**src/rtl/inst_split_seq_pkg.sv**
```systemverilog
// Shared definitions for the store-splitting sequencer: instruction width, store encodings
// and sequencer states.
`ifndef WIDTH_INST
`define WIDTH_INST 32
`endif

package inst_split_seq_pkg;

  localparam logic [6:0] OPCODE_STORE = 7'b0100011;
  localparam logic [6:0] OPCODE_LOAD  = 7'b0000011;
  localparam logic [2:0] FUNCT3_SB    = 3'b000;
  localparam logic [2:0] FUNCT3_SH    = 3'b001;
  localparam logic [2:0] FUNCT3_LW    = 3'b010;

  typedef enum logic {
    S_IDLE = 1'b0,
    S_PRE  = 1'b1
  } state_e;

  // Byte and halfword stores are expanded; sw and everything else pass through.
  function automatic logic is_split_store(input logic [`WIDTH_INST-1:0] inst);
    return (inst[6:0] == OPCODE_STORE) &&
           ((inst[14:12] == FUNCT3_SB) || (inst[14:12] == FUNCT3_SH));
  endfunction

endpackage

```
**src/rtl/inst_split_seq_divider.sv**
```systemverilog
// InstDivider: builds the lw x0, imm(rs1) prefix that shares the store's address.
`ifndef WIDTH_INST
`define WIDTH_INST 32
`endif

module inst_split_seq_divider
  import inst_split_seq_pkg::*;
(
  input  logic [`WIDTH_INST-1:0] inst_i,
  output logic [`WIDTH_INST-1:0] prefix_o
);

  logic [11:0] imm;
  logic        unused_bits;

  assign imm         = {inst_i[31:25], inst_i[11:7]};
  assign unused_bits = ^{inst_i[24:20], inst_i[14:12], inst_i[6:0]};
  assign prefix_o    = {imm, inst_i[19:15], FUNCT3_LW, 5'd0, OPCODE_LOAD};

endmodule

```
**src/rtl/inst_split_seq.sv**
```systemverilog
// Fetch-to-decode sequencer that issues sb/sh as a load prefix followed by the store.
// Optional split counter enabled by defining INST_SPLIT_CNT_EN.
`ifndef WIDTH_INST
`define WIDTH_INST 32
`endif

module inst_split_seq
  import inst_split_seq_pkg::*;
#(
  parameter int unsigned WIDTH_PC = 32
) (
  input  logic                   clk,
  input  logic                   rst,
  input  logic                   flush,
  input  logic                   fetch_valid,
  input  logic [`WIDTH_INST-1:0] fetch_inst,
  input  logic [WIDTH_PC-1:0]    fetch_pc,
  output logic                   fetch_ready,
  output logic                   dec_valid,
  output logic [`WIDTH_INST-1:0] dec_inst,
  output logic [WIDTH_PC-1:0]    dec_pc,
  output logic                   dec_is_prefix,
  input  logic                   dec_ready,
  output logic [31:0]            split_cnt
);

  state_e                 state_q, state_d;
  logic                   dec_valid_q, dec_valid_d;
  logic [`WIDTH_INST-1:0] dec_inst_q, dec_inst_d;
  logic [WIDTH_PC-1:0]    dec_pc_q, dec_pc_d;
  logic                   dec_is_prefix_q, dec_is_prefix_d;
  logic [`WIDTH_INST-1:0] held_inst_q, held_inst_d;
  logic [WIDTH_PC-1:0]    held_pc_q, held_pc_d;

  logic [`WIDTH_INST-1:0] prefix_inst;
  logic                   slot_free;
  logic                   accept;

  inst_split_seq_divider u_divider (
    .inst_i   (fetch_inst),
    .prefix_o (prefix_inst)
  );

  assign slot_free   = !dec_valid_q || dec_ready;
  assign fetch_ready = slot_free && (state_q != S_PRE) && !flush;
  assign accept      = fetch_valid && fetch_ready;

  always_comb begin
    state_d         = state_q;
    dec_valid_d     = dec_valid_q;
    dec_inst_d      = dec_inst_q;
    dec_pc_d        = dec_pc_q;
    dec_is_prefix_d = dec_is_prefix_q;
    held_inst_d     = held_inst_q;
    held_pc_d       = held_pc_q;
    if (flush) begin
      state_d         = S_IDLE;
      dec_valid_d     = 1'b0;
      dec_is_prefix_d = 1'b0;
      held_inst_d     = '0;
      held_pc_d       = '0;
    end else if (state_q == S_PRE) begin
      // Slot stays valid: the held store replaces the consumed prefix.
      if (dec_ready) begin
        state_d         = S_IDLE;
        dec_inst_d      = held_inst_q;
        dec_pc_d        = held_pc_q;
        dec_is_prefix_d = 1'b0;
      end
    end else if (accept) begin
      dec_valid_d = 1'b1;
      dec_pc_d    = fetch_pc;
      if (is_split_store(fetch_inst)) begin
        state_d         = S_PRE;
        dec_inst_d      = prefix_inst;
        dec_is_prefix_d = 1'b1;
        held_inst_d     = fetch_inst;
        held_pc_d       = fetch_pc;
      end else begin
        dec_inst_d      = fetch_inst;
        dec_is_prefix_d = 1'b0;
      end
    end else if (dec_ready) begin
      dec_valid_d = 1'b0;
    end
  end

  always_ff @(posedge clk or posedge rst) begin
    if (rst) begin
      state_q         <= S_IDLE;
      dec_valid_q     <= 1'b0;
      dec_inst_q      <= '0;
      dec_pc_q        <= '0;
      dec_is_prefix_q <= 1'b0;
      held_inst_q     <= '0;
      held_pc_q       <= '0;
    end else begin
      state_q         <= state_d;
      dec_valid_q     <= dec_valid_d;
      dec_inst_q      <= dec_inst_d;
      dec_pc_q        <= dec_pc_d;
      dec_is_prefix_q <= dec_is_prefix_d;
      held_inst_q     <= held_inst_d;
      held_pc_q       <= held_pc_d;
    end
  end

  assign dec_valid     = dec_valid_q;
  assign dec_inst      = dec_inst_q;
  assign dec_pc        = dec_pc_q;
  assign dec_is_prefix = dec_is_prefix_q;

`ifdef INST_SPLIT_CNT_EN
  logic [31:0] split_cnt_q, split_cnt_d;

  always_comb begin
    split_cnt_d = split_cnt_q;
    if ((state_q == S_PRE) && dec_ready && !flush) begin
      split_cnt_d = split_cnt_q + 32'd1;
    end
  end

  always_ff @(posedge clk or posedge rst) begin
    if (rst) begin
      split_cnt_q <= '0;
    end else begin
      split_cnt_q <= split_cnt_d;
    end
  end

  assign split_cnt = split_cnt_q;
`else
  assign split_cnt = '0;
`endif

endmodule

```
**config.mk**
```make
export PLATFORM = sky130hd
export DESIGN_NAME = inst_split_seq
export DESIGN_NICKNAME = d
export VERILOG_FILES = /design/src/rtl/inst_split_seq_pkg.sv /design/src/rtl/inst_split_seq_divider.sv /design/src/rtl/inst_split_seq.sv
export SDC_FILE = /design/constraint.sdc
export NUM_CORES = 1
export LEC_CHECK = 0
export CORE_ASPECT_RATIO = 0.9
export CORE_MARGIN = 2
export CORE_UTILIZATION = 53
export DETAILED_ROUTE_END_ITERATION = 6
export HOLD_SLACK_MARGIN = 0.03
export PLACE_DENSITY_LB_ADDON = 0.05
export SYNTH_ARGS = -nofsm -noshare
export SYNTH_HDL_FRONTEND = slang
export SYNTH_HIERARCHICAL = 1
export SYNTH_SLANG_ARGS = --single-unit
```
**constraint.sdc**
```tcl
create_clock -name clk -period 6.35 [get_ports clk]
set_input_delay 1.27 -clock clk [delete_from_list [all_inputs] [get_ports clk]]
set_output_delay 1.27 -clock clk [all_outputs]
set_load 0.01 [all_outputs]
```
# Yosys cells after proc, flatten, opt, wreduce, memory -nomap -nowiden
# Index checks and enable logic that the tools add are counted.
[totals] register_bits=131 input_bits=69 out_inout_bits=99 elab_cells=59
[classes] eq_ne=5 muxes=27 bitwise=2 n_reduce_logical=18
[ops] op="32-bit 2-to-1 mux" n=14
[ops] op="25-bit 2-to-1 mux" n=1
[ops] op="1-bit 2-to-1 mux" n=12
[ops] op="7-bit by 6-bit == test with 1-bit output, second input constant" n=1
[ops] op="3-bit AND reduction" n=2
[ops] op="2-bit nonzero test" n=3
[ops] op="3-bit nonzero test" n=2
[ops] op="1-bit logical AND" n=4
[ops] op="2-bit != test, second input constant" n=2
[ops] op="2-bit AND reduction" n=2
[ops] op="3-bit by 1-bit == test with 1-bit output, second input constant" n=1
[ops] op="3-bit zero test" n=1
[ops] op="3-bit != test, second input constant" n=1
[ops] op="1-bit zero test" n=2
[ops] op="1-bit logical OR" n=2
[ops] op="1-bit NOT" n=2

# Depth between registers and ports, before layout
# Gate-level depths: netlist of run 1.
[depth] word_depth=8 ltp_mapped=7 mapped_depth_nobuf=4

# By module
# The synthesis of run 1 kept the hierarchy.
[by_module_without_submodules] module="inst_split_seq" n_inst=1 cells_each=684 area_per_inst_um2=6296.0 seq_area_each_um2=3278.1
[by_module_without_submodules] module="inst_split_seq_divider" n_inst=1 cells_each=34 area_per_inst_um2=247.7 seq_area_each_um2=0.0

# Worst setup path before layout of run 1
# No wires, ideal clock.
[synth_path] path_type="input to output" startpoint="input port flush" endpoint="output port fetch_ready" t_arrival_ns=1.812 path_slack_ns=3.268 path_stages=2 cell_sequence="clkbuf_1 > a211oi_1"
[synth_between] elab_chain_len=2
[synth_lines] element="start, declared" line="inst_split_seq.sv:14" source="input logic flush,"
[synth_lines] element="1-bit zero test" line="inst_split_seq.sv:45" source="assign fetch_ready = slot_free && (state_q != S_PRE) && !flush;"
[synth_lines] element="1-bit logical AND" line="inst_split_seq.sv:45"
[synth_lines] element="end, declared" line="inst_split_seq.sv:18" source="output logic fetch_ready,"
# No other way between the ends.

# Worst setup path after layout of run 1
[layout_path] startpoint="input port flush" endpoint="register held_inst_q[22]"
[layout_between] elab_chain_len=5 elab_cells_between_ends=8 classes_between="eq/ne: 1; mux: 1; reduce/logical: 6"
[layout_lines] element="1-bit zero test" line="inst_split_seq.sv:45"
[layout_lines] element="1-bit logical AND" line="inst_split_seq.sv:45"
[layout_lines] element="1-bit logical AND" line="inst_split_seq.sv:46" source="assign accept = fetch_valid && fetch_ready;"
[layout_lines] element="2-bit nonzero test (no source line)"
[layout_lines] element="3-bit AND reduction (no source line)"
[layout_lines] element="end signal, assigned" line="inst_split_seq.sv:103" source="held_inst_q <= held_inst_d;"
[layout_lines] element="end, declared" line="inst_split_seq.sv:32" source="logic [`WIDTH_INST-1:0] held_inst_q, held_inst_d;"
# Several ways; a longest one is shown, not always the timed one.
# A chain may end at the register's enable or synchronous reset.

==> metrics, run 1 <==
outcome=finished, final reports clean; reg-to-reg endpoint=held_inst_q[22]; number of H-tree levels=4; vias in the first global route=5220; DP Wirelength=10.3 mm; routed len/inst=16.8 um; FILL cells=989; relative slew slack=0.192; final slew viol count=0; critical path startpoint category=input pin; Critical Path AT=4.47 ns; Final Power=2.28 mW; RSZ-0062 raised after global routing=false; placed instance count=944; Area after DPL=7610 um2; PwrDens=277 nW/um2; routed wire length=16.4 mm; initial antenna violation count=0; Buffers on Ports=135; via count=5362; first-iteration detailed-routing DRC count=496; R2R setup slack=2.85 ns; crit end category=flip-flop; fmax=238 MHz; Hold Crit Depth=2; WP buf/inv=3; most frequently used flop master after synthesis=dfrtp_1; Final Hold Vio Count=0; Reg2Reg Depth=6; Overflow after GRT=0; Flop pwr share=0.410; Crit-path slowest cell=inv_2; post-layout util=0.683; Worst-Margin Slew=1.21 ns; setup TNS=0 ns; Final GP Congestion=0.835; Switch Pwr=0.576 mW; leakage power=3.42 nW; CTS Buffer Depth=2; core area=12000 um2; global routing's busiest layer=met2; crit path cell chain=clkdlybuf4s50_1, inv_2, o2111ai_1, nor3_4, buf_4, o21ai_0; minimum clock period=4.20 ns; Layout Nets=872; Antenna Nets Post-Route=0; total setup buffers inserted after CTS=0; top cells by area, synth=dfrtp_1 50%, buf_4 7.8%, o21ai_0 7.6%; r2r startpoint=state_q; Yosys warnings=6; Peak VDD IR=0.000181 V; final instance area=8210 um2; Top delay family on crit path=buffers and inverters; CTS resizes=0; total track usage=0.255; Clock Root Buffer=clkbuf_16; Crit path largest cell delay=0.90 ns; Antenna diodes=0; Worst-path clk slew=0.06 ns; critical path class=in -> reg; CTS tree=done; die area=13300 um2; row count=38; HP Class=reg -> reg; power share of the combinational group=0.153; FFs w/ async S/R, synth=1.00; share of layout cells above drive strength 1=0.0662; sink of the worst hold path=dec_inst[24]; Switching Fraction=0.253; Non-Filler Instances=976; drt via density=5.49; setup violators final=0; DRC errors left=0; final period utilization=0.662; post-synth top area cell=dfrtp_1; worst-path fanout max=64; Num CTS Buffers=17; met3 usage=0.0633; Yosys reg bits=131; met2 GRT Util=0.408; max_cap viols=0; Clk Latency, worst-skew pair=0.42 ns; Synth cell types=39; drt pass-1 iters=5; Mapped Area=6540 um2; internal power=1.70 mW; cts hold-fix bufs=0; M1 GR Usage=0.338; Post-synth EDFFs=0; Initial Util=0.544; hold path startpoint=dec_inst[24]; largest net degree at the start of global routing=74; first-pass GRT wire length=26.3 mm; Post-Syn Instances=718; clk_skew=0.00735 ns; IO Pins=168; sequential area share after synthesis=0.501; die width=121 um; WP data required=6.62 ns; clk sinks=131; Die Y=109 um; Mapped Avg Cell Area=9.11 um2; Clock Power Share=0.437; Yosys top cell area share=0.501; area delta synth->final=25.5%
[tightest hold or removal path, stage by stage (launching register included)]
cell and delay, ns:
dfrtp_1 0.34, nand2_1 0.05, o31ai_1 0.05
[worst max-delay path by stage]
stage                     start               to  slack, ns  depth (start not counted)
after floorplan             rst      dec_inst[0]       1.58                          1
after global placement    flush  held_inst_q[25]       1.94                          6
after detailed placement  flush    held_pc_q[23]       1.76                          6
after CTS                 flush  held_inst_q[22]       2.17                          6
after global routing      flush     held_pc_q[4]       1.87                          6
final                     flush  held_inst_q[22]       2.15                          6
[power groups by stage]
stage	logic, mW	clock network, mW	registers [mW]
finish	0.349	0.996	0.933
detailed placement	0.350	0	0.947
global route	0.382	1.04	0.941
CTS	0.353	1.00	0.933
floorplan	0.139	0	0.971
global placement	0.344	0	0.945
[state kept, by name (all words and copies together) (netlist names)]
register,cells
dec_valid,1
held_pc_q,32
state_q,1
dec_is_prefix,1
dec_inst,32
held_inst_q,32
dec_pc,32
[area by class of cell]
| class | count | area (um2) | area share |
|---|---|---|---|
| Multi-Input combinational cell | 502 | 2700 | 0.328 |
| Inverter | 10 | 40.0 | 0.00488 |
| Clock buffer | 19 | 443 | 0.0539 |
| Sequential cell | 131 | 3280 | 0.399 |
| Tap cell | 160 | 200 | 0.0244 |
| Timing Repair Buffer | 141 | 1400 | 0.170 |
| Clock inverter | 13 | 159 | 0.0193 |
[per-stage QoR]
stage / setup WS (ns) / hold WS [ns]
floorplan: 1.58 / 0.444
global placement: 1.94 / 0.455
detailed placement: 1.76 / 0.467
CTS: 2.17 / 0.479
global route: 1.87 / 0.496
finish: 2.15 / 0.474
[metal layers]
layer / routed length, um / share of wire
met1: 7020 / 0.43
met5: 0 / 0
met3: 1170 / 0.072
met4: 270 / 0.016
met2: 7910 / 0.48
[Yosys cell counts, drive strengths merged (2+ instances only)]
cell type	number
nor3	7
o31ai	16
a21o	3
nand3	55
clkbuf	36
nor2	46
conb	3
o21ai	111
a311oi	6
buf	83
o221ai	16
dfrtp	131
a211oi	6
nor2b	8
nand2	124
a21oi	4
mux2i	32
o311ai	2
inv	10
o211ai	8
[cells in the final DEF (no fill, tap or decap), types with 2 or more instances in the layout]
cell type and n:
a211oi_1 6, a21o_1 3, a21oi_1 4, a311oi_1 6, buf_4 6, bufinv_16 3
clkbuf_16 17, clkdlybuf4s50_1 135, clkinv_2 4, clkinv_4 2, clkinvlp_4 3, conb_1 47
dfrtp_1 130, inv_1 8, mux2i_1 32, nand2_1 124, nand3_1 55, nor2_1 41
nor2_2 5, nor2b_1 8, nor3_1 5, nor3_4 2, o211ai_1 8, o21ai_0 99
o21ai_1 11, o221ai_1 15, o311ai_0 2, o31ai_1 16
[cell families after synthesis]
family / synth area share
other: 0.00172
buffers and inverters: 0.117
muxes: 0.0507
AOI/OAI and AO/OA: 0.164
DFF: 0.501
and+or+nand+nor: 0.166
Power figures use the tool's default switching activity.
==> run 2, diff against run 1 <==
Settings changed: CORE_UTILIZATION 53 to 49.
Clock period 6.35 ns to 4.3 ns, I/O delays scaled along.
==> metrics, run 2 (same netlist as run 1, synthesis figures left out) <==
DP Wirelength=10.4 mm (+0.90%); DRC errors left=0 (unchanged); die area=14300 um2 (+7.9%); setup TNS=0 ns (unchanged); Initial Util=0.495 (-0.0487); Buffers on Ports=135 (unchanged); routed len/inst=16.4 um (-2.4%); share of layout cells above drive strength 1=0.0739 (+0.00776); Crit path largest cell delay=0.64 ns (-0.26 ns); first-pass GRT wire length=26.4 mm (+0.39%); Crit-path slowest cell=clkdlybuf4s50_1; Worst-Margin Slew=1.21 ns (+0.00112 ns); HP Class=reg -> reg; leakage power=3.45 nW (+1.1%); Layout Nets=881 (+1.0%); CTS Buffer Depth=2 (unchanged); via count=5380 (+0.34%); Peak VDD IR=0.000271 V (+50%); Most common cell on crit path=clkdlybuf4s50_1; Switching Fraction=0.254 (+0.000884); crit end category=output pin; outcome=finished, final reports clean; Die Y=114 um (+3.9%); Clock Power Share=0.427 (-0.010); final instance area=8300 um2 (+1.1%); Overflow after GRT=0 (unchanged); Clock Root Buffer=clkbuf_16; number of H-tree levels=4 (unchanged); minimum clock period=3.23 ns; Final GP Congestion=0.794 (-4.9%); area delta synth->final=26.8%; internal power=2.47 mW (+45%); Clk Latency, worst-skew pair=0.42 ns (about the same); max_cap viols=0 (unchanged); register area=3280 um2 (unchanged); power share of the combinational group=0.157 (+0.004); clk_skew=0.00677 ns (-0.000583 ns); CTS resizes=0 (unchanged); routed wire length=16.3 mm (-0.70%); Antenna Nets Post-Route=0 (unchanged); Antenna diodes=0 (unchanged); commonest non-fill, non-tap cell in the layout=clkdlybuf4s50_1; Flop pwr share=0.416 (+0.006); critical path startpoint category=input pin; largest net degree at the start of global routing=58 (-22%); worst-path fanout max=7 (-89%); relative slew slack=0.191 (-0.000749); commonest non-fill, non-tap cells in the layout=135 x clkdlybuf4s50_1, 130 x dfrtp_1, 124 x nand2_1, 99 x o21ai_0, 55 x nand3_1; first-iteration detailed-routing DRC count=363 (-27%); fmax=310 MHz; row count=40 (+5.3%); PwrDens=399 nW/um2 (+44%); WP data required=3.44 ns (-3.18 ns); crit path cell chain=clkdlybuf4s50_1, inv_1, a211oi_1, clkdlybuf4s50_1; Critical Path AT=2.37 ns (-2.10 ns); core area=13200 um2 (+9.8%); drt pass-1 iters=7 (+2); Num CTS Buffers=17 (unchanged); die width=126 um (+3.9%); Area after DPL=7730 um2 (+1.5%); total setup buffers inserted after CTS=0 (unchanged); critical path class=in -> out; vias in the first global route=5131 (-1.7%); Worst-path clk slew=0.06 ns (about the same); CTS tree=done; footprint of the multi-input gates=2700 um2 (unchanged); IO Pins=168 (unchanged); Final Hold Vio Count=0 (unchanged); cts hold-fix bufs=0 (unchanged); final slew viol count=0 (unchanged); Switch Pwr=0.841 mW (+46%); total track usage=0.236 (-0.0192); setup violators final=0 (unchanged); initial antenna violation count=0 (unchanged); drt via density=5.42 (-1.4%); final period utilization=0.751; FILL cells=1132 (+14%); clk sinks=131 (unchanged); RSZ-0062 raised after global routing=false
==> run 2: worst paths after layout <==
kind                              startpoint      endpoint  slack [ns]  cells after the start
worst min-delay path            dec_inst[24]  dec_inst[24]        0.48                      2
worst min register to register  dec_inst[24]  dec_inst[24]        0.48                      2
worst max register to register       state_q   dec_inst[1]        1.64                      5
max in group asynchronous                rst     dec_pc[0]        2.69                      3
worst max-delay path               dec_ready   fetch_ready        1.07                      4
min in group asynchronous                rst  dec_inst[14]        0.82                      2
==> run 2: final cells by class <==
class,count,area share
Sequential cell,131,0.395
Multi-Input combinational cell,502,0.325
Timing Repair Buffer,150,0.181
Inverter,10,0.00498
Tap cell,168,0.0253
Clock inverter,10,0.0130
Clock buffer,22,0.0559
==> run 2: metal layers <==
metal	up-vias	global-route usage	wire length, um
li1	2564	-	-
met1	2587	0.311	7160
met2	199	0.376	7800
met3	30	0.0553	893
met4	0	0.103	402
met5	-	0	0
==> run 2: worst max-delay path, delay by kind of cell <==
family	cells	cell delay (ns)
AO/OA/AOI/OAI	1	0.20
buffers and inverters	3	1.30
==> run 2: power by group through the flow <==
stage | Combinational (mW) | Sequential, mW | Clock, mW
2_1_floorplan | 0.206 | 1.43 | 0
3_3_place_gp | 0.518 | 1.40 | 0
3_5_place_dp | 0.524 | 1.40 | 0
4_1_cts | 0.526 | 1.38 | 1.44
5_1_grt | 0.566 | 1.39 | 1.49
6_report | 0.520 | 1.38 | 1.41
==> run 2: per-stage QoR <==
stage | std cells | power (mW) | setup WS (ns) | util | hold WS (ns)
3_3_place_gp | 961 | 1.92 | 0.964 | 0.585 | 0.461
6_report | 993 | 3.31 | 1.07 | 0.628 | 0.477
4_1_cts | 993 | 3.34 | 1.07 | 0.628 | 0.478
3_5_place_dp | 961 | 1.93 | 0.972 | 0.585 | 0.466
2_1_floorplan | 762 | 1.64 | 1.82 | - | 0.444
5_1_grt | 993 | 3.44 | 0.994 | 0.628 | 0.493
==> run 3, diff against run 2 <==
Settings changed: CORE_UTILIZATION 49 to 45.
Clock period 4.3 ns to 2.96 ns, I/O delays scaled along.
==> metrics, run 3 (same netlist as run 1, synthesis figures left out) <==
vias in the first global route=5281 (+2.9%); minimum clock period=2.54 ns; Non-Filler Instances=1023 (+3.0%); critical path startpoint category=input pin; HP Class=reg -> reg; Worst-Margin Slew=0.689 ns (-0.524 ns); WP data required=2.37 ns (-1.07 ns); Hold Crit Depth=1 (-1); Buffers on Ports=135 (unchanged); drt pass-1 iters=5 (-2); IO Pins=168 (unchanged); share of layout cells above drive strength 1=0.0819 (+0.00799); Critical Path AT=1.95 ns (-0.42 ns); max_cap viols=0 (unchanged); setup violators final=0 (unchanged); Final GP Congestion=0.808 (+1.7%); die area=15500 um2 (+8.6%); RSZ-0062 raised after global routing=false; Peak VDD IR=0.000385 V (+42%); hold path startpoint=held_inst_q[5]; setup TNS=0 ns (unchanged); largest net degree at the start of global routing=104 (+79%); CTS resizes=0 (unchanged); setup slack after layout=0.417 ns (-0.656 ns); placed instance count=991 (+3.1%); final period utilization=0.859; core area=14100 um2 (+6.8%); drt via density=5.26 (-3.0%); r2r startpoint=state_q; Final Power=4.93 mW (+49%); Num CTS Buffers=17 (unchanged); Worst-path clk slew=0.05 ns (about the same); CTS tree=done; total track usage=0.218 (-0.0178); fmax=393 MHz; Clock Root Buffer=clkbuf_16; commonest non-fill, non-tap cells in the layout=135 x clkdlybuf4s50_1, 130 x dfrtp_1, 124 x nand2_1, 99 x o21ai_0, 55 x nand3_1; reg-to-reg endpoint=held_inst_q[22]; first-pass GRT wire length=27.2 mm (+3.2%); clk sinks=131 (unchanged); routed wire length=16.5 mm (+1.3%); Initial Util=0.464 (-0.0314); via count=5379 (-0.019%); Clk Latency, worst-skew pair=0.41 ns (about the same); initial antenna violation count=0 (unchanged); crit end category=output pin; clk_skew=0.00587 ns (-0.000892 ns); DRC errors left=0 (unchanged); total setup buffers inserted after CTS=0 (unchanged); outcome=finished, final reports clean; number of H-tree levels=4 (unchanged); die width=131 um (+4.2%); sink of the worst hold path=held_inst_q[5]; PwrDens=585 nW/um2 (+46%); Antenna diodes=0 (unchanged); commonest non-fill, non-tap cell in the layout=clkdlybuf4s50_1; routed len/inst=16.1 um (-1.6%); worst-path fanout max=5 (-2); row count=41 (+2.5%); pre-CTS setup slack=0.297 ns (-0.674 ns); Antenna Nets Post-Route=0 (unchanged); cts hold-fix bufs=0 (unchanged); area delta synth->final=28.9%; critical path class=in -> out; DP Wirelength=10.3 mm (-0.79%); R2R setup slack=0.76 ns (-0.88 ns); CTS Buffer Depth=2 (unchanged); leakage power=3.52 nW (+1.9%); Overflow after GRT=0 (unchanged); final instance area=8430 um2 (+1.6%); Die Y=118 um (+4.2%); Layout Nets=886 (+0.57%); Final Hold Vio Count=0 (unchanged); first-iteration detailed-routing DRC count=394 (+8.5%); Area after DPL=7820 um2 (+1.2%); Reg2Reg Depth=5 (unchanged); relative slew slack=0.541 (+0.349); CP startpoint=flush; final slew viol count=0 (unchanged)
-- run 3: worst max-delay path by stage --
| stage | to |
|---|---|
| floorplan | dec_inst[0] |
| global placement | dec_inst[25] |
| detailed placement | dec_inst[29] |
| CTS | fetch_ready |
| global route | fetch_ready |
| finish | fetch_ready |
-- run 3: where the power goes --
part,internal (mW),total [mW],switching (mW)
clock,1.41,2.16,0.755
combinational,0.398,0.764,0.365
sequential,1.92,2.01,0.0839
total,3.73,4.93,1.20
-- run 3: per-layer routing --
metal / vias to the layer above / global-route usage / share of wire
li1: 2570 / - / -
met4: 0 / 0.0707 / 0.020
met2: 200 / 0.356 / 0.48
met5: - / 0 / 0
met1: 2583 / 0.284 / 0.43
met3: 26 / 0.0566 / 0.068
-- run 3: layout make-up --
| type | count | area (um2) |
|---|---|---|
| clock buffer | 22 | 484 |
| clock inverter | 10 | 129 |
| fill | 1224 | 5670 |
| inverter | 10 | 41.3 |
| multi-input combinational | 502 | 2700 |
| sequential | 131 | 3280 |
| tap | 193 | 241 |
| timing repair buffer | 155 | 1560 |
-- run 3: critical path, cell delays in order --
cell and delay [ns]:
clkdlybuf4s50_1 0.53, a211oi_1 0.25, clkdlybuf4s50_1 0.58
-- run 3: through the flow --
stage / util / hold slack [ns]
after floorplan: - / 0.444
after CTS: 0.598 / 0.473
final: 0.598 / 0.473
after detailed placement: 0.554 / 0.461
after global placement: 0.554 / 0.460
after global routing: 0.598 / 0.501
